===== config.mk =====
export PLATFORM = sky130hd
export DESIGN_NAME = ebpf_alu
export DESIGN_NICKNAME = d
export VERILOG_FILES = /design/src/rtl/ebpf_alu.sv
export SDC_FILE = /design/constraint.sdc
export NUM_CORES = 2
export LEC_CHECK = 0
export ABC_CLOCK_PERIOD_IN_PS = 6000
export BUFFER_PORTS_ARGS = -buffer_cell sky130_fd_sc_hd__clkbuf_2
export CAP_MARGIN = 20
export CORE_ASPECT_RATIO = 1.25
export CORE_UTILIZATION = 40
export CTS_CLUSTER_SIZE = 25
export DETAILED_ROUTE_END_ITERATION = 7
export GPL_TIMING_DRIVEN = 0
export PLACE_DENSITY = 0.62
export SLEW_MARGIN = 20
export SYNTH_ARGS = -nofsm -noshare
export SYNTH_HDL_FRONTEND = slang
export SYNTH_SLANG_ARGS = --single-unit

===== constraint.sdc =====
create_clock -name clock -period 6 [get_ports clock]
set_input_delay 0.3 -clock clock [delete_from_list [all_inputs] [get_ports clock]]
set_output_delay 0.3 -clock clock [all_outputs]
set_load 0.02 [all_outputs]

===== src/rtl/ebpf_alu.sv =====
// 64-bit eBPF execution unit: operand muxes, ALU64/ALU32/JMP/address ops, registered z/cmp.
// Define EBPF_ALU_MULDIV_EN to build MUL/DIV/MOD; otherwise those ops return zero.
module ebpf_alu (
    input  logic        clock,
    input  logic        nrst,
    input  logic [63:0] src_in,
    input  logic [63:0] dst_in,
    input  logic [63:0] imm,
    input  logic [63:0] off,
    input  logic        x_sel,
    input  logic [1:0]  y_sel,
    input  logic [7:0]  op,
    output logic [63:0] z,
    output logic        cmp
);

    localparam logic [2:0] CLS_LD    = 3'd0;
    localparam logic [2:0] CLS_LDX   = 3'd1;
    localparam logic [2:0] CLS_ST    = 3'd2;
    localparam logic [2:0] CLS_STX   = 3'd3;
    localparam logic [2:0] CLS_ALU   = 3'd4;
    localparam logic [2:0] CLS_JMP   = 3'd5;
    localparam logic [2:0] CLS_ALU64 = 3'd7;

    logic [63:0] x;
    logic [63:0] y;
    logic [2:0]  op_class;
    logic [3:0]  code;
    logic [63:0] alu64_res;
    logic [31:0] alu32_res;
    logic        jmp_res;
    logic [63:0] z_d, z_q;
    logic        cmp_d, cmp_q;

    // K/X source bit is redundant here: the decoder steers operands via x_sel/y_sel.
    logic unused_op_kx;
    assign unused_op_kx = op[3];

    assign op_class = op[2:0];
    assign code     = op[7:4];

    always_comb begin
        x = x_sel ? src_in : dst_in;
        case (y_sel)
            2'b00:   y = src_in;
            2'b01:   y = imm;
            2'b10:   y = off;
            default: y = 64'd0;
        endcase
    end

    always_comb begin
        alu64_res = 64'd0;
        case (code)
            4'h0: alu64_res = x + y;
            4'h1: alu64_res = x - y;
`ifdef EBPF_ALU_MULDIV_EN
            4'h2: alu64_res = x * y;
            4'h3: alu64_res = (y == 64'd0) ? 64'd0 : x / y;
            4'h9: alu64_res = (y == 64'd0) ? x : x % y;
`else
            4'h2: alu64_res = 64'd0;
            4'h3: alu64_res = 64'd0;
            4'h9: alu64_res = 64'd0;
`endif
            4'h4: alu64_res = x | y;
            4'h5: alu64_res = x & y;
            4'h6: alu64_res = x << y[5:0];
            4'h7: alu64_res = x >> y[5:0];
            4'h8: alu64_res = 64'd0 - x;
            4'hA: alu64_res = x ^ y;
            4'hB: alu64_res = y;
            4'hC: alu64_res = $unsigned($signed(x) >>> y[5:0]);
            default: alu64_res = 64'd0;
        endcase
    end

    logic [31:0] x32;
    logic [31:0] y32;
    assign x32 = x[31:0];
    assign y32 = y[31:0];

    always_comb begin
        alu32_res = 32'd0;
        case (code)
            4'h0: alu32_res = x32 + y32;
            4'h1: alu32_res = x32 - y32;
`ifdef EBPF_ALU_MULDIV_EN
            4'h2: alu32_res = x32 * y32;
            4'h3: alu32_res = (y32 == 32'd0) ? 32'd0 : x32 / y32;
            4'h9: alu32_res = (y32 == 32'd0) ? x32 : x32 % y32;
`else
            4'h2: alu32_res = 32'd0;
            4'h3: alu32_res = 32'd0;
            4'h9: alu32_res = 32'd0;
`endif
            4'h4: alu32_res = x32 | y32;
            4'h5: alu32_res = x32 & y32;
            4'h6: alu32_res = x32 << y32[4:0];
            4'h7: alu32_res = x32 >> y32[4:0];
            4'h8: alu32_res = 32'd0 - x32;
            4'hA: alu32_res = x32 ^ y32;
            4'hB: alu32_res = y32;
            4'hC: alu32_res = $unsigned($signed(x32) >>> y32[4:0]);
            default: alu32_res = 32'd0;
        endcase
    end

    always_comb begin
        jmp_res = 1'b0;
        case (code)
            4'h0: jmp_res = 1'b1;
            4'h1: jmp_res = (x == y);
            4'h2: jmp_res = (x > y);
            4'h3: jmp_res = (x >= y);
            4'h4: jmp_res = ((x & y) != 64'd0);
            4'h5: jmp_res = (x != y);
            4'h6: jmp_res = ($signed(x) > $signed(y));
            4'h7: jmp_res = ($signed(x) >= $signed(y));
            default: jmp_res = 1'b0;
        endcase
    end

    always_comb begin
        z_d   = 64'd0;
        cmp_d = 1'b0;
        case (op_class)
            CLS_LD, CLS_LDX, CLS_ST, CLS_STX: z_d = x + y;
            CLS_ALU:   z_d = {32'd0, alu32_res};
            CLS_ALU64: z_d = alu64_res;
            CLS_JMP:   cmp_d = jmp_res;
            default: begin
                z_d   = 64'd0;
                cmp_d = 1'b0;
            end
        endcase
    end

    always_ff @(posedge clock) begin
        if (!nrst) begin
            z_q   <= 64'd0;
            cmp_q <= 1'b0;
        end else begin
            z_q   <= z_d;
            cmp_q <= cmp_d;
        end
    end

    assign z   = z_q;
    assign cmp = cmp_q;

endmodule


==> metrics.txt, run 1 <==
Initial Util 40.6%; tool error [ERROR GRT-0116] Global routing finished with congestion. Check the congestion regions in the DRC Viewer.; Inserted Clock Buffers 9; die boundary width 246 µm; most frequent cells after synthesis nor2_1, nand2_1, a21oi_1; global-route wire length before repair 453000 µm; Root Buffer clkbuf_16; Mapped Area 29900 µm²; area share of the largest cell type after synthesis 11.6%; grt ovf 544; GP Congestion 1.28; dpl hpwl 223000 µm; clock sinks 65; Fail Step global routing (5_1_grt); GRT Overall Usage 82.2%; Synth Area per Inst 6.43 µm²; largest net degree at the start of global routing 20; Area contributors post-synth mux2i_1, ha_1, a21oi_1; Die Y-Extent 308 µm; leading area contributor after synthesis mux2i_1; clock buffer depth 2; # IOs 334; status aborted with a tool error; ys async rst share 0%; Mapped Nets 5143; vias in the first global route 50884; Gate Count Post-Synth 4647; # rows 111; register area share after synthesis 4.36%; top-count cell post-synth nor2_1; FF+latch count, synth 65; number of synthesized flops with an enable pin 0; Primary FF master, synth dfxtp_1; Syn. warnings 0; hold buffers post-CTS 0; post-synth cell types 101; Port Buf Inserts 330; htree depth 3
-- per-stage QoR --
| step | std cells | setup WS (ps) | area (µm²) |
|---|---|---|---|
| after global placement | 5937 | -4000 | 32700 |
| after detailed placement | 5945 | -3530 | 33000 |
| after CTS | 5981 | -119 | 34400 |
| after floorplan | 4647 | 85.9 | 29900 |
-- routing by layer --
metal  GRT overflow  GRT usage [%]
met1              2           83.8
met2            283           94.3
met3             11           71.6
met4            247           79.2
met5              1           33.2
-- logic make-up after synthesis --
group / synth area share (%)
XOR/XNOR: 5.25
buffers and inverters: 7.52
adder cells (fa/ha/maj): 9.56
AO/OA/AOI/OAI: 38.0
multiplexers: 13.5
AND/OR/NAND/NOR: 21.8
flip-flops: 4.36
-- timing repair --
item                                    in CTS
endpoints found under the setup margin      64
buffers inserted                            28
resized for setup                          285
pin swaps                                   18
==> run 2, diff against run 1 <==
==> config.mk (replaced) <==
export PLATFORM = sky130hd
export DESIGN_NAME = ebpf_alu
export DESIGN_NICKNAME = d
export VERILOG_FILES = /design/src/rtl/ebpf_alu.sv
export SDC_FILE = /design/constraint.sdc
export NUM_CORES = 2
export LEC_CHECK = 0
export ABC_CLOCK_PERIOD_IN_PS = 7800
export BUFFER_PORTS_ARGS = -buffer_cell sky130_fd_sc_hd__clkbuf_2
export CAP_MARGIN = 20
export CORE_UTILIZATION = 25
export DETAILED_ROUTE_END_ITERATION = 7
export GPL_TIMING_DRIVEN = 0
export PLACE_DENSITY_LB_ADDON = 0.15
export SLEW_MARGIN = 20
export SYNTH_ARGS = -nofsm -noshare
export SYNTH_HDL_FRONTEND = slang
export SYNTH_SLANG_ARGS = --single-unit
==> constraint.sdc (replaced) <==
create_clock -name clock -period 7.8 [get_ports clock]
set_input_delay 0.39 -clock clock [delete_from_list [all_inputs] [get_ports clock]]
set_output_delay 0.39 -clock clock [all_outputs]
set_load 0.02 [all_outputs]
==> run 2 against run 1 <==
The flow now finishes, with violations (DRC, setup timing). Synthesized cell count did not move. Synthesized area did not move.
==> metrics.txt, run 2 <==
Synth Area per Inst 6.43 µm² (unchanged); clock buffer depth 2 (unchanged); Initial Util 25.3% (was 40.6%); switching power 3990 µW; # rows 126 (was 111); worst setup path class in2reg; CP Data Arrival Time 8360 ps; Synth Area in Compound Gates 38.0% (unchanged); switching fraction of total power 67.8%; Die ar. 121000 µm²; crit-path cells clkbuf_2 -> buf_4 -> nand3b_1 -> o21a_1 -> buf_2 -> clkdlybuf4s15_2 -> buf_2 -> buf_2 -> buf_4 -> ha_1 -> nor2_1 -> o311a_1 -> nor3_2 -> o21ai_0 -> a21oi_1 -> o211ai_1 -> a211oi_1 -> nor2_1 -> o21a_1 -> o21ai_0 -> o32ai_1 -> o21ai_0 -> a31oi_1; die boundary width 348 µm (was 246 µm); Critical Path RT 8010 ps; post-synthesis adder-cell area fraction 9.56% (unchanged); register area share after synthesis 4.36% (unchanged); vias in the first global route 42251; Internal 1900 µW; Routed WL 331000 µm; filler cell count 13643; antenna violations before repair 48; GP Congestion 1.12 (was 1.28); largest family of logic cells by synthesized area compound AO/OA/AOI/OAI gates (unchanged); fin nets 5505; Port Buf Inserts 330 (unchanged); share of post-route cells with drive strength above 1 14.5%; # setup viols final 11; Inserted Clock Buffers 9 (unchanged); Max-cap violations 0; Vias/cell 7.09; fin crit period 8150 ps; Mapped Area 29900 µm² (unchanged); Syn-to-layout area delta 16.7%; CP endpoint kind flop; global-route wire length before repair 421000 µm; most frequent cells in the layout nor2_1, nand2_1, a21oi_1; Final Hold Fails 0; share of power burned in registers 6.5%; Gate Count Post-Synth 4647 (unchanged); failing checks DRC, setup timing; Startpoint Class primary input; crit share post-route 104%; Worst-path clk slew 80 ps; slew of the pin with the lowest slew margin 1390 ps; CP max stage delay 750 ps; 1st-iter DRT viols 8349; Syn. warnings 0 (unchanged); worst setup margin -346 ps; Residual DRC 20; grt ovf 0; WL/cell 50.3 µm; status complete, but fails checks (was aborted with a tool error); CP max FO 10; Synth Area in Simple Gates 21.8% (unchanged); Max Slew Vio Count 0; most common library cell in the layout ignoring fill and taps nor2_1; largest net degree at the start of global routing 21; htree depth 3 (unchanged); Core Area 118000 µm²; Worst Hold Class in2reg; max reg flops 64; GRT Overall Usage 52.3%; post-synth cell types 101 (unchanged); Area contributors post-synth mux2i_1, ha_1, a21oi_1 (unchanged); ys async rst share 0% (unchanged); Fmax 123 MHz; # IOs 334 (unchanged); Slowest cell on crit path o21ai_0; most frequent cells after synthesis nor2_1, nand2_1, a21oi_1 (unchanged); Inst Count DP 6536 (was 5945); max_slew headroom 6.97%; final antenna-violating net count 0; Logic pwr share 84.2%; Finished Layout Cells 6583; area share of the largest cell type after synthesis 11.6% (unchanged); iteration count of the initial detailed-routing pass 8; Peak VDD IR 139 µV; leading area contributor after synthesis mux2i_1 (unchanged); dpl hpwl 272000 µm (was 223000 µm); XOR/XNOR Fraction of Synth Area 5.25% (unchanged); mux contribution to synthesized area 13.5% (unchanged); Mapped Nets 5143 (unchanged); top-count cell post-synth nor2_1 (unchanged); Pwr Density 169 nW/µm²; FF+latch count, synth 65 (unchanged); CTS tree yes; Clk pwr share 9.4%; clock sinks 65 (unchanged); via count 46700; Total Power 5880 µW; Primary FF master, synth dfxtp_1 (unchanged); Die Y-Extent 348 µm (was 308 µm); number of synthesized flops with an enable pin 0 (unchanged); static leakage 0.0141 µW; Root Buffer clkbuf_16 (unchanged)
-- run 2: cell counts after synthesis --
No cell type changed its count.
-- run 2: what timing repair did --
action | CTS | global route
endpoints found under the setup margin | 57 | 13
buffers inserted | 4 | 2
hold endpoints to repair | 0 | 0
hold buffers | 0 | 0
gates resized for setup | 92 | 33
-- run 2: worst paths after layout --
check	from	endpoint	slack [ps]	cells past startpoint
worst max-delay path	y_sel[1]	z[26]	-350	23
worst min-delay path	imm[49]	z[49]	600	5
-- run 2: power groups by stage --
stage          Sequential, µW  Clock, µW  Combinational, µW
2_1_floorplan             436          0               2290
4_1_cts                   382        552               4560
5_1_grt                   385        561               4880
3_5_place_dp              389          0               4520
3_3_place_gp              388          0               4540
6_report                  382        550               4950
-- run 2: cells by family (layout without fill, tap and decap cells) --
family          Yosys count  in the layout
xor+xnor                179            179
simple gates           1447           1447
fa+ha+maj               227            227
buf+inv                 562            929
mux                     390            390
flops                    65             65
compound gates         1777           1777
other cells               0             33
-- run 2: layer usage --
layer / wire [µm] / vias to the layer above / global-route usage, %
met5: 745 / - / 2.20
met4: 30000 / 32 / 38.7
met3: 43600 / 1058 / 20.2
met2: 128000 / 4459 / 72.7
met1: 128000 / 23103 / 64.4
li1: - / 18048 / -
-- run 2: final cells by class --
| type | instances | area (µm²) | area share [%] |
|---|---|---|---|
| Antenna cell | 33 | 82.6 | 0.237 |
| Buffer | 349 | 1690 | 4.85 |
| Clock buffer | 9 | 225 | 0.646 |
| Clock inverter | 7 | 119 | 0.341 |
| Inverter | 202 | 762 | 2.19 |
| Multi-Input combinational cell | 4020 | 26800 | 76.9 |
| Sequential cell | 65 | 1300 | 3.73 |
| Tap cell | 1536 | 1920 | 5.51 |
| Timing Repair Buffer | 362 | 1950 | 5.60 |
-- run 2: worst max-delay path: cells and delay by family --
family	cells	cell delay, ps
buffers and inverters	7	3020
adders and majority gates	1	310
AOI/OAI and AO/OA	11	3820
and+or+nand+nor	4	740
-- run 2: through the flow --
stage | TNS [ps] | area, µm² | hold slack, ps | worst slack, ps | util, %
detailed placement | -90520 | 34000 | 804 | -2710 | 28.8
global route | -7.07 | 34800 | 626 | -5.62 | 29.4
global placement | -126040 | 33400 | 805 | -3480 | 28.3
CTS | 0 | 34600 | 581 | 7.66 | 29.3
finish | -2100 | 34900 | 605 | -346 | 29.5
floorplan | 0 | 29900 | 552 | 1800 | -
Note: power is estimated with default switching activity, not from simulation.
